--- src/rtl/uart_serial_engine.sv ---
// Full-duplex UART engine: 5-8 data bits, none/even/odd parity, 1/2 stop bits,
// valid/ready TX handshake, held RX output with framing/parity/overrun flags.
module uart_serial_engine #(
  parameter int DIV_W = 16,
  parameter int OVS   = 16
) (
  input  logic             Clk,
  input  logic             Rst_n,
  input  logic [DIV_W-1:0] Div,
  input  logic [3:0]       NBits,
  input  logic [1:0]       Parity,
  input  logic             Stop2,
  input  logic [7:0]       TxData,
  input  logic             TxValid,
  output logic             TxReady,
  output logic             Tx,
  input  logic             Rx,
  output logic [7:0]       RxData,
  output logic             RxValid,
  input  logic             RxReady,
  output logic             RxFrameErr,
  output logic             RxParityErr,
  output logic             RxOverrun
);

  localparam int CW = $clog2(OVS);
  localparam logic [CW-1:0] BIT_LAST  = CW'(OVS - 1);
  localparam logic [CW-1:0] HALF_LAST = CW'(OVS / 2 - 1);

  localparam logic [2:0] TX_IDLE  = 3'd0;
  localparam logic [2:0] TX_WAIT  = 3'd1;
  localparam logic [2:0] TX_START = 3'd2;
  localparam logic [2:0] TX_DATA  = 3'd3;
  localparam logic [2:0] TX_PAR   = 3'd4;
  localparam logic [2:0] TX_STOP  = 3'd5;

  localparam logic [2:0] RX_IDLE  = 3'd0;
  localparam logic [2:0] RX_START = 3'd1;
  localparam logic [2:0] RX_DATA  = 3'd2;
  localparam logic [2:0] RX_PAR   = 3'd3;
  localparam logic [2:0] RX_STOP  = 3'd4;
  localparam logic [2:0] RX_BREAK = 3'd5;

  function automatic logic [3:0] effBits(input logic [3:0] n);
    effBits = (n >= 4'd5 && n <= 4'd8) ? n : 4'd8;
  endfunction

  logic [DIV_W-1:0] tickCnt;
  logic             tick;

  logic [3:0] cfgNb;
  logic [7:0] cfgMask;
  logic       cfgParEn;
  logic       cfgParOdd;

  assign cfgNb     = effBits(NBits);
  assign cfgMask   = 8'hFF >> (4'd8 - cfgNb);
  assign cfgParEn  = (Parity == 2'b01) || (Parity == 2'b10);
  assign cfgParOdd = (Parity == 2'b10);

  // >= rather than == so lowering Div on the fly never overshoots
  assign tick = (tickCnt >= Div);

  always_ff @(posedge Clk or negedge Rst_n) begin
    if (!Rst_n) begin
      tickCnt <= '0;
    end else if (tick) begin
      tickCnt <= '0;
    end else begin
      tickCnt <= tickCnt + 1'b1;
    end
  end

  logic [2:0]    txState;
  logic          txLine;
  logic [7:0]    txShift;
  logic [CW-1:0] txCnt;
  logic [2:0]    txIdx;
  logic [3:0]    txNb;
  logic          txParEn;
  logic          txParBit;
  logic          txStop2;
  logic          txStop2nd;

  assign Tx      = txLine;
  assign TxReady = (txState == TX_IDLE);

  always_ff @(posedge Clk or negedge Rst_n) begin
    if (!Rst_n) begin
      txState   <= TX_IDLE;
      txLine    <= 1'b1;
      txShift   <= '0;
      txCnt     <= '0;
      txIdx     <= '0;
      txNb      <= 4'd8;
      txParEn   <= 1'b0;
      txParBit  <= 1'b0;
      txStop2   <= 1'b0;
      txStop2nd <= 1'b0;
    end else begin
      unique case (txState)
        TX_IDLE: begin
          if (TxValid) begin
            txShift  <= TxData & cfgMask;
            txNb     <= cfgNb;
            txParEn  <= cfgParEn;
            txParBit <= (^(TxData & cfgMask)) ^ cfgParOdd;
            txStop2  <= Stop2;
            txState  <= TX_WAIT;
          end
        end
        TX_WAIT: begin
          if (tick) begin
            txLine  <= 1'b0;
            txCnt   <= '0;
            txState <= TX_START;
          end
        end
        TX_START: begin
          if (tick) begin
            if (txCnt == BIT_LAST) begin
              txCnt   <= '0;
              txIdx   <= '0;
              txLine  <= txShift[0];
              txState <= TX_DATA;
            end else begin
              txCnt <= txCnt + 1'b1;
            end
          end
        end
        TX_DATA: begin
          if (tick) begin
            if (txCnt == BIT_LAST) begin
              txCnt <= '0;
              if ({1'b0, txIdx} == txNb - 4'd1) begin
                if (txParEn) begin
                  txLine  <= txParBit;
                  txState <= TX_PAR;
                end else begin
                  txLine    <= 1'b1;
                  txStop2nd <= 1'b0;
                  txState   <= TX_STOP;
                end
              end else begin
                txIdx   <= txIdx + 1'b1;
                txLine  <= txShift[1];
                txShift <= txShift >> 1;
              end
            end else begin
              txCnt <= txCnt + 1'b1;
            end
          end
        end
        TX_PAR: begin
          if (tick) begin
            if (txCnt == BIT_LAST) begin
              txCnt     <= '0;
              txLine    <= 1'b1;
              txStop2nd <= 1'b0;
              txState   <= TX_STOP;
            end else begin
              txCnt <= txCnt + 1'b1;
            end
          end
        end
        TX_STOP: begin
          if (tick) begin
            if (txCnt == BIT_LAST) begin
              txCnt <= '0;
              if (txStop2 && !txStop2nd) begin
                txStop2nd <= 1'b1;
              end else begin
                txState <= TX_IDLE;
              end
            end else begin
              txCnt <= txCnt + 1'b1;
            end
          end
        end
        default: begin
          txState <= TX_IDLE;
          txLine  <= 1'b1;
        end
      endcase
    end
  end

  logic          rxS1;
  logic          rxS2;
  logic [2:0]    rxState;
  logic [7:0]    rxShift;
  logic [CW-1:0] rxCnt;
  logic [2:0]    rxIdx;
  logic [3:0]    rxNb;
  logic          rxParEn;
  logic          rxParOdd;
  logic          rxParBit;
  logic [7:0]    rxDataR;
  logic          rxValidR;
  logic          rxFrameR;
  logic          rxParR;
  logic          rxOvR;

  assign RxData      = rxDataR;
  assign RxValid     = rxValidR;
  assign RxFrameErr  = rxFrameR;
  assign RxParityErr = rxParR;
  assign RxOverrun   = rxOvR;

  always_ff @(posedge Clk or negedge Rst_n) begin
    if (!Rst_n) begin
      rxS1 <= 1'b1;
      rxS2 <= 1'b1;
    end else begin
      rxS1 <= Rx;
      rxS2 <= rxS1;
    end
  end

  always_ff @(posedge Clk or negedge Rst_n) begin
    if (!Rst_n) begin
      rxState  <= RX_IDLE;
      rxShift  <= '0;
      rxCnt    <= '0;
      rxIdx    <= '0;
      rxNb     <= 4'd8;
      rxParEn  <= 1'b0;
      rxParOdd <= 1'b0;
      rxParBit <= 1'b0;
      rxDataR  <= '0;
      rxValidR <= 1'b0;
      rxFrameR <= 1'b0;
      rxParR   <= 1'b0;
      rxOvR    <= 1'b0;
    end else begin
      rxOvR <= 1'b0;
      if (rxValidR && RxReady) begin
        rxValidR <= 1'b0;
      end
      unique case (rxState)
        RX_IDLE: begin
          if (tick && !rxS2) begin
            rxCnt    <= '0;
            rxNb     <= cfgNb;
            rxParEn  <= cfgParEn;
            rxParOdd <= cfgParOdd;
            rxState  <= RX_START;
          end
        end
        RX_START: begin
          if (tick) begin
            if (rxCnt == HALF_LAST) begin
              rxCnt   <= '0;
              rxIdx   <= '0;
              rxShift <= '0;
              rxState <= rxS2 ? RX_IDLE : RX_DATA;
            end else begin
              rxCnt <= rxCnt + 1'b1;
            end
          end
        end
        RX_DATA: begin
          if (tick) begin
            if (rxCnt == BIT_LAST) begin
              rxCnt          <= '0;
              rxShift[rxIdx] <= rxS2;
              if ({1'b0, rxIdx} == rxNb - 4'd1) begin
                rxState <= rxParEn ? RX_PAR : RX_STOP;
              end else begin
                rxIdx <= rxIdx + 1'b1;
              end
            end else begin
              rxCnt <= rxCnt + 1'b1;
            end
          end
        end
        RX_PAR: begin
          if (tick) begin
            if (rxCnt == BIT_LAST) begin
              rxCnt    <= '0;
              rxParBit <= rxS2;
              rxState  <= RX_STOP;
            end else begin
              rxCnt <= rxCnt + 1'b1;
            end
          end
        end
        RX_STOP: begin
          if (tick) begin
            if (rxCnt == BIT_LAST) begin
              rxCnt <= '0;
              // a same-cycle acknowledge frees the holding register
              if (rxValidR && !RxReady) begin
                rxOvR <= 1'b1;
              end else begin
                rxDataR  <= rxShift;
                rxValidR <= 1'b1;
                rxFrameR <= !rxS2;
                rxParR   <= rxParEn &&
                            (rxParBit != ((^rxShift) ^ rxParOdd));
              end
              rxState <= rxS2 ? RX_IDLE : RX_BREAK;
            end else begin
              rxCnt <= rxCnt + 1'b1;
            end
          end
        end
        RX_BREAK: begin
          if (rxS2) begin
            rxState <= RX_IDLE;
          end
        end
        default: begin
          rxState <= RX_IDLE;
        end
      endcase
    end
  end

endmodule

--- config.mk ---
export PLATFORM = sky130hd
export DESIGN_NAME = uart_serial_engine
export DESIGN_NICKNAME = d
export VERILOG_FILES = /design/src/rtl/uart_serial_engine.sv
export SDC_FILE = /design/constraint.sdc
export NUM_CORES = 1
export LEC_CHECK = 0
export ABC_CLOCK_PERIOD_IN_PS = 2500
export CAP_MARGIN = 25
export CORE_MARGIN = 4
export CORE_UTILIZATION = 23
export CTS_BUF_LIST = sky130_fd_sc_hd__clkbuf_2 sky130_fd_sc_hd__clkbuf_4 sky130_fd_sc_hd__clkbuf_8
export CTS_CLUSTER_DIAMETER = 40
export DETAILED_ROUTE_END_ITERATION = 12
export PLACE_DENSITY_LB_ADDON = 0.1
export SLEW_MARGIN = 25
export SYNTH_ARGS = -nofsm -noshare
export SYNTH_HDL_FRONTEND = slang
export SYNTH_SLANG_ARGS = --single-unit
--- constraint.sdc ---
create_clock -name Clk -period 2.5 [get_ports Clk]
set_input_delay 0.25 -clock Clk [delete_from_list [all_inputs] [get_ports Clk]]
set_output_delay 0.25 -clock Clk [all_outputs]
set_load 0.01 [all_outputs]
======== Word-level counts from Yosys, hierarchy flattened ========
Index checks and enable logic that the tools add are counted.
word-level totals
  word-level logic and storage cells ...... 225
  input bits .............................. 36
  output and inout port bits .............. 14
  register bits ........................... 82
cells by class
  bitwise logic cells ..................... 5
  reductions and logical operators ........ 38
  add/sub/neg operators ................... 8
  multiplexer cells ....................... 95
  equality and inequality tests ........... 47
  shifts and indexed selects .............. 1
  order comparisons ....................... 5
operators by type and width
  operator                 count
  $mux W3                  35
  $mux W8                  8
  $ne A2 B2 Y1 const B     27
  $mux W4                  9
  $pmux W3 S6              2
  $pmux W8 S2              2
  $mux W1                  29
  $add A16 B1 Y16 const B  1
  $ge A16 B16 Y1           1
  $mux W16                 1
  $reduce_xor A8 Y1        2
  $eq A3 B2 Y1 const B     4
  $eq A3 B3 Y1 const B     4
  $pmux W3 S2              2
  $pmux W4 S3              1
  $reduce_and A12 Y1       1
  $reduce_and A6 Y1        2
  $reduce_and A11 Y1       1
  $reduce_and A10 Y1       1
  $reduce_and A5 Y1        2
  $add A4 B1 Y4 const B    2
  $and A8 B8 Y8            1
  $bwmux W8                1
  $eq A3 B4 Y1             2
  other kinds (35)         58

======== Depth between registers and ports, before layout ========
  depth after elaboration ................. 8
  mapped depth ............................ 12
  depth with buffers taken out ............ 11

======== Worst setup path after synthesis ========
OpenSTA, ideal clock, no wires.
  path kind ............................... flip-flop to flip-flop
  start ................................... reg tickCnt[0]
  end ..................................... reg rxDataR[0], in the netlist RxData[0]
  library setup time ...................... 0.125 ns
  data required time ...................... 2.375 ns
  data arrival time ....................... 2.421 ns
  clock period less this slack ............ 2.545 ns
  path buffers ............................ 1
  path slack .............................. -0.045 ns
  stages on the path, launching flop included .. 11
  cell sequence ........................... dfrtp_1 inv_1 ha_1 nand2b_1 a211oi_1 o21ai_1 a2111oi_2 buf_4 nor3_1 nand4_2 mux2_2
on the way
  word-level cells in the longest chain between the ends .. 2
ends and longest elaborated chain
  element                      RTL line  RTL
  from (decl)                  48        logic [DIV_W-1:0] tickCnt;
  from (signal assigned)       70        tickCnt <= tickCnt + 1'b1;
  $ge A16 B16 Y1               62        assign tick = (tickCnt >= Div);
  $reduce_and A4 Y1 (no line)  --
  to (signal assigned)         296       rxDataR <= rxShift;
  to (decl)                    198       logic [7:0] rxDataR;
No other way between the ends.
A chain may end at the register's enable or synchronous reset.

======== Worst setup path in the final report ========
  start ................................... reg tickCnt[10]
  end ..................................... reg txCnt[3]
on the way
  word-level cells in the longest chain between the ends .. 3
  elaborated cells between the ends (all ways) .. 4
  classes of those cells .................. order compare (1); eq/ne (2); reduce/logical (1)
ends and longest elaborated chain
  element                                                        RTL line  RTL
  $ge A16 B16 Y1 *                                               62
  $ne A2 B1 Y1 (no line) / $ne A2 B2 Y1 (equally long branches)  --
  $reduce_and A3 Y1 (no line) *                                  --
  to (signal assigned)                                           127       txCnt <= txCnt + 1'b1;
  to (signal assigned)                                           150       txCnt <= txCnt + 1'b1;
  to (signal assigned)                                           162       txCnt <= txCnt + 1'b1;
  to (decl)                                                      77        logic [CW-1:0] txCnt;
Mark *: on every way between the ends. The rest lies on a longest branch, timed or not.

==> impl_metrics.json <==
{
  "antenna_found_initial": 0,
  "synth_cells": 570,
  "hold_violations": 0,
  "hold_class": "in -> reg",
  "final_cell_mix": "dfrtp_1, buf_4, nand2_1, clkdlybuf4s50_1, inv_1",
  "drive_gt1_share_pct": 22.6,
  "criticalPathCategory": "reg -> reg",
  "ant_nets": 0,
  "critPathMaxStageDelay_ps": 580,
  "relSlewSlack_pct": 53.5,
  "ys_types": 60,
  "syn_area_per_cell_um2": 8.97,
  "leakagePower_uw": 0.00300,
  "synth_area_um2": 5110,
  "synth_edf_count": 0,
  "rows": 54,
  "gp_congestion": 0.780,
  "worstPathCellList": "ha_4, o2111ai_4, a311oi_4, nor2_4, or2_4, or4_4, o31ai_4",
  "crit_required_ps": 2780,
  "synth_nets": 633,
  "drt_wl_total_um": 13800,
  "finalInstanceArea_um2": 6970,
  "die_y_um": 157,
  "placed_area_um2": 6260,
  "synth_seq_cells": 82,
  "timing.rr.start": "tickCnt[10]",
  "clock-sinks": 82,
  "nNetsFinal": 734,
  "grt_pass1_vias": 4597,
  "fmax_mhz": 407,
  "vias_per_cell": 4.69,
  "slew_violations": 0,
  "routedWlPerCell_um": 14.5,
  "core_um2": 21800,
  "ir_drop_mv": 0.257,
  "power_density_nw_per_um2": 673,
  "dp_hpwl_um": 10000,
  "hold_ws_ps": 285,
  "syn2layout_area_growth_pct": 36.3,
  "path_max_fanout": 7,
  "cts-htree-levels": 3,
  "cts_tree": "built",
  "synthArstFlopShare_pct": 100,
  "antennaDiodeCount": 0,
  "fillers": 2295,
  "clockBufferDepth": 2,
  "drc": 0,
  "worstHoldStart": "Rx",
  "period_share_pct": 98.3,
  "drt_iter0_drc": 200,
  "grt_max_degree": 33,
  "cp-startpoint": "tickCnt[10]",
  "slowest_stage": "or4_4",
  "die_width_um": 157,
  "yosysSeqAreaShare_pct": 40.3,
  "vias": 4482,
  "setup_viol": 0,
  "maxCapViolCount": 0,
  "grtUsageTotal_pct": 11.5,
  "grt_overflow": 0,
  "cp-start-kind": "register",
  "port_buffers": 49,
  "die_area_um2": 24700,
  "tritoncts.num_buffers": 9,
  "min_period_ps": 2460,
  "ios": 50,
  "mostFrequentLayoutCell": "dfrtp_1",
  "endpoint_kind": "register",
  "dr.pass1.iters": 4,
  "cts_root_buf": "clkbuf_8",
  "worst_pin_slew_ps": 693,
  "cp.arrival_ps": 2740,
  "ys_warn_count": 0,
  "start_util_pct": 23.4,
  "grt_pass1_wl_um": 23200,
  "clkTransAtPathRegs_ps": 90,
  "rsz0062_at_grt": "true",
  "clock_latency_ps": 360,
  "status": "complete, no violations",
  "ys.flop_type": "dfrtp_1",
  "worst_clock_skew_ps": 8.41
}
-- metal layers --
layer | track usage [%] | part of all wire (%) | vias up
met5 | 0 | 0 | -
met4 | 2.66 | 0.98 | 0
met3 | 2.72 | 2.8 | 10
met2 | 18.7 | 48 | 59
met1 | 15.5 | 48 | 2180
li1 | - | - | 2233
-- final timing paths --
check,to,slack (ps),depth (start not counted)
hold / removal,rxS1,290,1
max in group asynchronous,RxData[5],1480,3
setup / recovery,txCnt[3],40,7
setup reg to reg,txCnt[3],40,7
min in group asynchronous,tickCnt[15],380,2
hold reg to reg,rxS2,360,0
-- worst max-delay path, delay by kind of cell (launching register included) --
kind / cells / cell delay (ps)
adders and majority gates: 1 / 320
DFF: 1 / 440
AOI/OAI and AO/OA: 3 / 580
and+or+nand+nor: 3 / 1020
-- layout make-up --
class / count / area [um^2] / area share, %
multi-input cells: 415 / 3060 / 44.0
flip-flops and latches: 82 / 2060 / 29.5
repair buffers: 119 / 1100 / 15.8
well taps: 280 / 350 / 5.03
inverters: 44 / 165 / 2.37
clock buffers: 10 / 138 / 1.98
clock inverters: 6 / 90.1 / 1.29
-- logic make-up (layout without fill, tap and decap cells) --
logic type	after synthesis	count (layout)	synth area share, %
and+or+nand+nor	185	185	17.7
DFF	82	82	40.3
xor gates and xnor gates	37	37	6.34
AOI/OAI and AO/OA	142	142	17.9
muxes	24	24	5.12
adders and majority gates	27	27	6.61
buffers and inverters	73	179	6.02
-- cells in the mapped netlist, types with 3 or more instances --
library cell,n,share of area [%]
a211oi_1,7,1.0
a21oi_1,28,2.7
a22oi_1,3,0.44
a31oi_1,9,1.1
and2_1,3,0.37
and3_1,6,0.73
buf_2,6,0.59
buf_6,3,0.66
clkbuf_1,18,1.3
dfrtp_1,77,38
dfstp_2,5,2.6
ha_1,27,6.6
inv_1,44,3.2
mux2_2,17,3.7
mux2i_1,7,1.4
nand2_1,53,3.9
nand2b_1,8,0.98
nand3_1,30,2.9
nand4_1,3,0.37
nor2_1,43,3.2
nor2b_1,6,0.73
nor3_1,14,1.4
nor4_1,6,0.73
o211ai_1,5,0.73
o21ai_0,43,4.2
o31ai_1,13,1.9
o41ai_1,4,0.69
or4_1,4,0.59
xnor2_1,24,4.1
xor2_1,13,2.2
-- report_power, final --
| group | internal, uW | total, uW | leakage (uW) | switching (uW) |
|---|---|---|---|---|
| Clock | 592 | 1110 | 0.000112 | 518 |
| Sequential | 1530 | 1740 | 0.00105 | 212 |
| Combinational | 899 | 1830 | 0.00183 | 933 |
-- metrics by stage --
stage / power (uW) / setup WS (ps) / TNS (ps) / utilization (%) / std cells
after CTS: 4560 / -27.5 / -274 / 30.7 / 950
after global placement: 3260 / -401 / -18020 / 28.7 / 928
final: 4690 / 42.9 / 0 / 31.9 / 956
after floorplan: 2680 / 16.0 / 0 / - / 570
after detailed placement: 3290 / -440 / -20940 / 28.7 / 928
after global routing: 5040 / -53.1 / -416 / 31.9 / 956
-- registers in the layout, summed over array words and instances (netlist names), 4 cells and up --
signal / flops
txCnt: 4
txNb: 4
rxNb: 4
rxCnt: 4
tickCnt: 16
rxShift: 8
RxData: 8
txShift: 8
-- timing repair --
action,4_1_cts,5_1_grt
cloned,2,0
setup endpoints to repair,34,70
pin swaps,7,14
setup buffers,3,7
resized for setup,33,47
hold buffers,1,0
endpoints found under the hold margin,28,0
Note: power is estimated with default switching activity, not from simulation.
